[src/rtl/div_pkg.sv]
// Shared definitions for the iterative divider: op encodings, FSM states, datapath width.
package div_pkg;

  localparam int unsigned XLEN = 64;

  localparam logic [1:0] DIV_OP_DIV  = 2'd0;
  localparam logic [1:0] DIV_OP_DIVU = 2'd1;
  localparam logic [1:0] DIV_OP_REM  = 2'd2;
  localparam logic [1:0] DIV_OP_REMU = 2'd3;

  typedef enum logic [1:0] {StIdle, StCalc, StFix, StDone} div_state_e;

  function automatic logic [63:0] sext32(input logic [31:0] v);
    return {{32{v[31]}}, v};
  endfunction

endpackage

[src/rtl/div_iter_core.sv]
// Restoring shift/subtract register pair: one quotient bit per step.
module div_iter_core
  import div_pkg::*;
(
  input  logic            clk,
  input  logic            rst_n,
  input  logic            load,
  input  logic            step,
  input  logic [XLEN-1:0] dividend,
  input  logic [XLEN-1:0] divisor,
  output logic [XLEN-1:0] rem,
  output logic [XLEN-1:0] quo
);

  logic [XLEN-1:0] dvs;
  logic [XLEN:0]   temp;
  logic [XLEN:0]   diff;

  // Partial remainder kept one bit wider so divisors with bit 63 set still compare correctly.
  always_comb begin
    temp = {rem, quo[XLEN-1]};
    diff = temp - {1'b0, dvs};
  end

  always_ff @(posedge clk or negedge rst_n) begin
    if (!rst_n) begin
      rem <= '0;
      quo <= '0;
      dvs <= '0;
    end else if (load) begin
      rem <= '0;
      quo <= dividend;
      dvs <= divisor;
    end else if (step) begin
      if (!diff[XLEN]) begin
        rem <= diff[XLEN-1:0];
        quo <= {quo[XLEN-2:0], 1'b1};
      end else begin
        rem <= temp[XLEN-1:0];
        quo <= {quo[XLEN-2:0], 1'b0};
      end
    end
  end

endmodule

[src/rtl/div_ctrl.sv]
// Divide sequencer: operand prep, special cases, iteration count, sign fix-up, result hold.
module div_ctrl
  import div_pkg::*;
#(
  parameter int unsigned XLEN  = 64,
  parameter int unsigned CNT_W = 7
) (
  input  logic            clk,
  input  logic            rst_n,
  input  logic            flush,
  input  logic            req_valid,
  output logic            req_ready,
  input  logic [1:0]      req_op,
  input  logic            req_word,
  input  logic [XLEN-1:0] req_a,
  input  logic [XLEN-1:0] req_b,
  output logic            resp_valid,
  input  logic            resp_ready,
  output logic [XLEN-1:0] resp_data,
  output logic            stallreq
);

  div_state_e      state;
  logic [CNT_W-1:0] cnt;
  logic            neg_q, neg_r, is_rem, word_q;

  logic            signed_op, sa, sb, b_zero, ovf, accept, special, load, step;
  logic [31:0]     a_abs32, b_abs32;
  logic [63:0]     a_abs64, b_abs64, ld_dividend, ld_divisor, a_op, sp_res;
  logic [63:0]     q_fix, r_fix, sel, fix_res;
  logic [63:0]     rem, quo;

  assign req_ready  = rst_n & (state == StIdle) & ~flush;
  assign resp_valid = (state == StDone);
  assign stallreq   = rst_n & ((req_valid & (state == StIdle)) | (state != StIdle));
  assign accept     = req_valid & req_ready;

  always_comb begin
    signed_op   = (req_op == DIV_OP_DIV) | (req_op == DIV_OP_REM);
    sa          = signed_op & (req_word ? req_a[31] : req_a[63]);
    sb          = signed_op & (req_word ? req_b[31] : req_b[63]);
    a_abs32     = sa ? -req_a[31:0] : req_a[31:0];
    b_abs32     = sb ? -req_b[31:0] : req_b[31:0];
    a_abs64     = sa ? -req_a : req_a;
    b_abs64     = sb ? -req_b : req_b;
    // W ops iterate on the dividend parked in the upper half, 32 steps only.
    ld_dividend = req_word ? {a_abs32, 32'b0} : a_abs64;
    ld_divisor  = req_word ? {32'b0, b_abs32} : b_abs64;
    b_zero      = req_word ? (req_b[31:0] == 32'b0) : (req_b == 64'b0);
    ovf         = signed_op & (req_word
                  ? ((req_a[31:0] == 32'h8000_0000) & (req_b[31:0] == 32'hFFFF_FFFF))
                  : ((req_a == 64'h8000_0000_0000_0000) & (&req_b)));
    special     = b_zero | ovf;
    a_op        = req_word ? sext32(req_a[31:0]) : req_a;
    if (req_op[1]) sp_res = b_zero ? a_op : 64'b0;
    else           sp_res = b_zero ? 64'hFFFF_FFFF_FFFF_FFFF : a_op;
    load        = accept & ~special;
    step        = (state == StCalc);
  end

  always_comb begin
    q_fix   = neg_q ? -quo : quo;
    r_fix   = neg_r ? -rem : rem;
    sel     = is_rem ? r_fix : q_fix;
    fix_res = word_q ? sext32(sel[31:0]) : sel;
  end

  div_iter_core u_core (
    .clk      (clk),
    .rst_n    (rst_n),
    .load     (load),
    .step     (step),
    .dividend (ld_dividend),
    .divisor  (ld_divisor),
    .rem      (rem),
    .quo      (quo)
  );

  always_ff @(posedge clk or negedge rst_n) begin
    if (!rst_n) begin
      state     <= StIdle;
      cnt       <= '0;
      neg_q     <= 1'b0;
      neg_r     <= 1'b0;
      is_rem    <= 1'b0;
      word_q    <= 1'b0;
      resp_data <= '0;
    end else if (flush) begin
      state <= StIdle;
      cnt   <= '0;
    end else begin
      unique case (state)
        StIdle: begin
          if (accept) begin
            neg_q  <= sa ^ sb;
            neg_r  <= sa;
            is_rem <= req_op[1];
            word_q <= req_word;
            if (special) begin
              resp_data <= sp_res;
              state     <= StDone;
            end else begin
              cnt   <= req_word ? CNT_W'(32) : CNT_W'(XLEN);
              state <= StCalc;
            end
          end
        end
        StCalc: begin
          cnt <= cnt - CNT_W'(1);
          if (cnt == CNT_W'(1)) state <= StFix;
        end
        StFix: begin
          resp_data <= fix_res;
          state     <= StDone;
        end
        StDone: begin
          if (resp_ready) state <= StIdle;
        end
        default: state <= StIdle;
      endcase
    end
  end

endmodule

[config.mk]
export PLATFORM = sky130hd
export DESIGN_NAME = div_ctrl
export DESIGN_NICKNAME = d
export VERILOG_FILES = /design/src/rtl/div_pkg.sv /design/src/rtl/div_iter_core.sv /design/src/rtl/div_ctrl.sv
export SDC_FILE = /design/constraint.sdc
export NUM_CORES = 1
export LEC_CHECK = 0
export BUFFER_PORTS_ARGS = -buffer_cell sky130_fd_sc_hd__clkbuf_2
export CORE_MARGIN = 10
export CORE_UTILIZATION = 52
export DETAILED_ROUTE_END_ITERATION = 8
export PLACE_DENSITY = 0.71
export SLEW_MARGIN = 40
export SYNTH_ARGS = -nofsm -noshare
export SYNTH_HDL_FRONTEND = slang
export SYNTH_SLANG_ARGS = --single-unit
[constraint.sdc]
create_clock -name clk -period 6.1 [get_ports clk]
set_input_delay 0.61 -clock clk [delete_from_list [all_inputs] [get_ports clk]]
set_output_delay 0.61 -clock clk [all_outputs]
set_load 0.02 [all_outputs]
### Yosys cells after proc, flatten, opt, wreduce, memory -nomap -nowiden

Cells that the tools add are included.
W data, S select, Z words.

* bitwise gates (word level): 17
* add/subtract/negate cells: 8
* reductions and logical operators: 13
* multiplexer cells: 38
* equality and inequality tests: 14

Operators by type and width (count)
* $mux W64: 19
* $neg A64 Y64: 4
* $pmux W64 S2: 1
* $sub A65 B64 Y65: 1
* $eq A32 B32 Y1 const B: 2
* $eq A64 B64 Y1 const B: 1
* $logic_not A64 Y1: 1
* $mux W32: 2
* $neg A32 Y32: 2
* $reduce_and A64 Y1: 1
* $logic_not A32 Y1: 1
* $mux W7: 4
* $pmux W7 S2: 1
* $and A1 B1 Y1: 11
* $mux W2: 5
* $reduce_and A3 Y1: 3
* $pmux W2 S4: 1
* $eq A7 B1 Y1 const B: 1
* $sub A7 B1 Y7 const B: 1
* $eq A2 B2 Y1 const B: 3
* $ne A3 B2 Y1 const B: 2
* $ne A3 B3 Y1 const B: 2
* $reduce_bool A2 Y1: 3
* $mux W1: 5
* other kinds (8): 13

* bits of input ports: 136
* output and inout port bits: 67
* bits in registers: 269

### Depth between registers and ports, before layout

* word-level depth: 9
* mapped depth: 16
* mapped depth without buffers: 14

### By module

Synthesis repeated with hierarchy kept, for this count alone.

* cells, all modules: 3261
* area, all modules: 25129.1 µm²

Modules (own cells, without submodules)
* div_iter_core: seq. area each 4804.6 µm², instances 1, cells each 1532, area an instance 12583.3 µm²
* div_ctrl: seq. area each 1926.8 µm², instances 1, cells each 1729, area an instance 12545.8 µm²

### Worst setup path after synthesis

OpenSTA, ideal clock, no wires.

* path kind: input to register
* start point: in req_a[15]
* end point: reg u_core.quo[55]
* stages: 12
* data arrival time: 3.585 ns
* library setup time: 0.137 ns
* path slack: 2.378 ns
* path through: buf_6 -> or4_4 -> or3_4 -> or4_4 -> or4_4 -> nor3_4 -> nand2_2 -> nor2_2 -> a21oi_1 -> xor2_1 -> a211oi_1 -> a21oi_1

* cells in the longest elaborated chain, start to end: 8

Ends and longest elaborated chain
* from (decl): RTL line div_ctrl.sv:15 `input logic [XLEN-1:0] req_a,`
* parallel branches: the longest is 8 deep, another holds $neg A64 Y64
* to (signal assigned): RTL line div_iter_core.sv:32 `quo <= dividend;`
* to (signal assigned): RTL line div_iter_core.sv:37 `quo <= {quo[XLEN-2:0], 1'b1};`
* to (signal assigned): RTL line div_iter_core.sv:40 `quo <= {quo[XLEN-2:0], 1'b0};`
* to (decl): RTL line div_iter_core.sv:12 `output logic [XLEN-1:0] quo`

Parallel ways; which one is timed is not known.
A chain may end at the register's enable or synchronous reset.

### Worst setup path after layout

* start point: reg u_core.quo[39]
* end point: reg resp_data[63]

* cells in the longest elaborated chain, start to end: 5

Ends and longest elaborated chain
* $neg A64 Y64: RTL line div_ctrl.sv:62 `q_fix = neg_q ? -quo : quo;`
* $mux W64: RTL line div_ctrl.sv:62
* $mux W64: RTL line div_ctrl.sv:64 `sel = is_rem ? r_fix : q_fix;`
* $mux W64: RTL line div_ctrl.sv:65 `fix_res = word_q ? sext32(sel[31:0]) : sel;`
* $pmux W64 S2: RTL line div_ctrl.sv:92 `unique case (state)`
* to (signal assigned): RTL line div_ctrl.sv:100 `resp_data <= sp_res;`
* to (signal assigned): RTL line div_ctrl.sv:113 `resp_data <= fix_res;`
* to (decl): RTL line div_ctrl.sv:19 `output logic [XLEN-1:0] resp_data,`

Every way passes these cells.

==> summary.md <==
| Metric | Value |
|---|---|
| Status | `finished clean` |
| WL per Instance | `around 22 µm` |
| Post-synth EDFFs | `0` |
| P_leak | `around 0.010 µW` |
| Largest net degree at the start of global routing | `~140` |
| Gate Count Post-Synth | `between 3,000 and 4,000` |
| First-pass GRT wire length | `129 mm` |
| Number of top-level pins | `around 200` |
| Die Area | `between 50,000 and 60,000 µm²` |
| Setup violators final | `0` |
| Post-synthesis sequential area ratio | `between 20% and 30%` |
| Minimum clock period | `slightly below 5 ns` |
| Setup bufs post-CTS | `0` |
| Number of synthesis warnings | `0` |
| Max Transition Viols Final | `0` |
| Top_reg_cell synth | `dfrtp_1` |
| Setup WS pre-CTS | `1.39 ns` |
| Num CTS Buffers | `34` |
| WS Path Type | `reg -> reg` |
| Crit-path most repeated cell | `or4_1` |
| Post-DRT Antenna Nets | `0` |
| Post-route DRC | `0` |
| Syn_area_per_cell | `about 7.5 µm²` |
| Starting Density | `between 50 and 60%` |
| Critical path cell sequence | `or4_1, or4_1, nor4_2, nand4b_1, or4_1, o21ai_1, xnor2_1, o22ai_1, o22ai_1, o21ai_1` |
| Worst EP required | `approximately 6.5 ns` |
| Worst Hold Class | `in -> reg` |
| Top post-synthesis cells by area | `dfrtp_1 (29%), o21ai_0 (7.4%), nand2_1 (6.6%)` |
| Layout net count | `3,385` |
| Die Y | `between 200 and 250 µm` |
| Crit Reg-Reg Startpoint | `u_core.quo[39]` |
| GRT Util Overall | `30.1%` |
| Vias in the first global route | `around 23,000` |
| Placed Area | `between 20,000 and 25,000 µm²` |
| Row count | `between 70 and 80` |
| Power Density | `roughly 520 nW/µm²` |
| Crit. End Element | `flip-flop` |
| Worst-skew pair later-pin latency | `0.57 ns` |
| Final Cell Area | `25,700 µm²` |
| Root Driver | `clkbuf_16` |
| Grt ovf | `0` |
| Design Power | `roughly 13,000 µW` |
| Drt via density | `around 6.3` |
| Crit start category | `flip-flop` |
| Hold Vio Cnt, Final | `0` |
| Asr flop ratio synth | `100%` |
| DPL Wire Length | `slightly above 60 mm` |
| Synth area leader | `dfrtp_1` |
| Synth top area share | `between 20 and 30%` |
| Critical path buffers and inverters | `0` |
| Detailed router's first-iteration violation count | `2,606` |
| Crit path max-delay family | `simple AND/OR/NAND/NOR gates` |
| Maximum vdd ir drop | `466 µV` |
| Syn_nets | `about 3,300` |
| TritonCTS clock tree | `built` |
| CTS H-tree depth | `2` |
| CTS clk-pin slew, worst paths | `~0.06 ns` |
| Count leader, synth | `nand2_1` |
| Unrepaired setup endpoints after global routing | `no` |
| I/O Buffers | `~200` |
| Post-cts sizing count | `0` |
| CP startpoint | `u_core.quo[39]` |
| Syn Std Cell Area | `around 23,000 µm²` |
| Area Overhead vs Synth | `10.2%` |
| Worst clock skew | `between 0.02 and 0.025 ns` |
| WP data arrival | `approximately 5.2 ns` |
| Initial antenna violation count | `1` |
| Post-layout util | `58.1%` |
| Final period utilization | `79.0%` |
| DR pass1 iterations | `6` |
| Synth top cells by count | `nand2_1 (411), o21ai_0 (343), a21oi_1 (281)` |
| Worst Tran Pin Value | `~0.92 ns` |
| Vias | `roughly 24,000` |
| Slowest CP cell | `nor4_2` |
| Maxcap violations | `0` |
| Hold path start | `flush` |
| Ratio of cells with drive above 1 in the final layout | `10.8%` |
| Fmax | `a little over 200 MHz` |
| CTS Hold Bufs | `1` |
| Worst stage delay on the critical path | `roughly 0.63 ns` |
| Post-route setup slack | `around 1.3 ns` |
| Setup_tns | `0 ns` |
| Routed WL | `approximately 83 mm` |
| Chip Width | `roughly 230 µm` |
| Clk sinks | `about 270` |
| Register bit total from synthesis | `~270` |
| Largest fanout on the critical path | `5` |
| GPL Wtd Cong | `0.985` |
| Max clock buf depth | `3` |
| Core Area | `approximately 44,000 µm²` |
| Max_slew headroom | `between 30 and 40%` |
| Fillers | `4,176` |
| Netlist cell types | `85` |
-- area by class of cell --
type                    count  area [µm²]  share of cell area [%]
flip-flops and latches    269        6730                    26.2
clock inverters            13         151                   0.590
clock buffers              46         937                    3.65
diodes                      1        2.50                 0.00975
inverters                 113         424                    1.65
repair buffers            232        1290                    5.03
multi-input cells        2522       15400                    60.0
well taps                 592         741                    2.88
-- routing by layer --
metal / track usage, % / part of all wire [%]
met1: 40.5 / 43
met4: 15.5 / 5.1
met5: 0 / 0
met2: 45.1 / 43
met3: 5.81 / 8.7
-- worst register-to-register path, cell delays in order (launching register included) --
cell and delay, ns:
dfrtp_1 0.44, or4_1 0.60, or4_1 0.56, nor4_2 0.63
nand4b_1 0.35, or4_1 0.55, o21ai_1 0.47, xnor2_1 0.29
o22ai_1 0.17, o22ai_1 0.49, o21ai_1 0.11
-- final timing paths --
path / end / slack [ns] / cells after the start
max: resp_data[63] / 1.28 / 10
min: state[0] / 0.38 / 2
max reg2reg: resp_data[63] / 1.28 / 10
min reg2reg: resp_data[40] / 0.48 / 2
max in group asynchronous: u_core.dvs[61] / 3.83 / 4
min in group asynchronous: resp_data[8] / 0.58 / 2
-- cell usage in the layout (no fill, tap or decap), drive strengths merged, types with 5 or more instances in the layout --
cell	n
o21bai	9
a211oi	30
o21ai	348
o41ai	19
a31oi	35
nor4	36
or3	68
dfrtp	269
a21o	26
nand4	46
ha	76
buf	31
xnor2	145
xor2	154
clkbuf	246
nor3	102
mux2i	75
nand2b	28
o22ai	26
nand3	39
or2	18
nand3b	7
a221oi	11
or4	35
nor2	267
o31ai	63
maj3	5
o21a	6
a21oi	281
a31o	5
a311oi	28
o211ai	33
inv	114
and2	8
nand2	412
a21boi	9
nor2b	14
clkinv	6
-- report_power, final --
group	internal [µW]	total, µW	switching (µW)
Combinational	3050	8070	5020
Sequential	2360	3310	942
Clock	1210	2060	855
-- stage by stage --
step,hold slack (ns),instances
floorplan,0.314,3113
global route,0.396,3787
detailed placement,0.470,3727
global placement,0.461,3727
finish,0.381,3788
CTS,0.366,3787
-- sequential cells by signal, indices dropped and copies added, names as in the netlist, 2 cells and up --
signal      count
cnt             7
state           2
resp_data      64
u_core.quo     64
u_core.dvs     64
u_core.rem     64
-- cell families after synthesis --
logic type,share of synthesized area (%)
mux,3.27
compound gates,24.6
simple gates,22.3
flops,28.9
xor+xnor,11.2
buf+inv,5.30
fa+ha+maj,4.38
(Power assumes the default switching activity.)
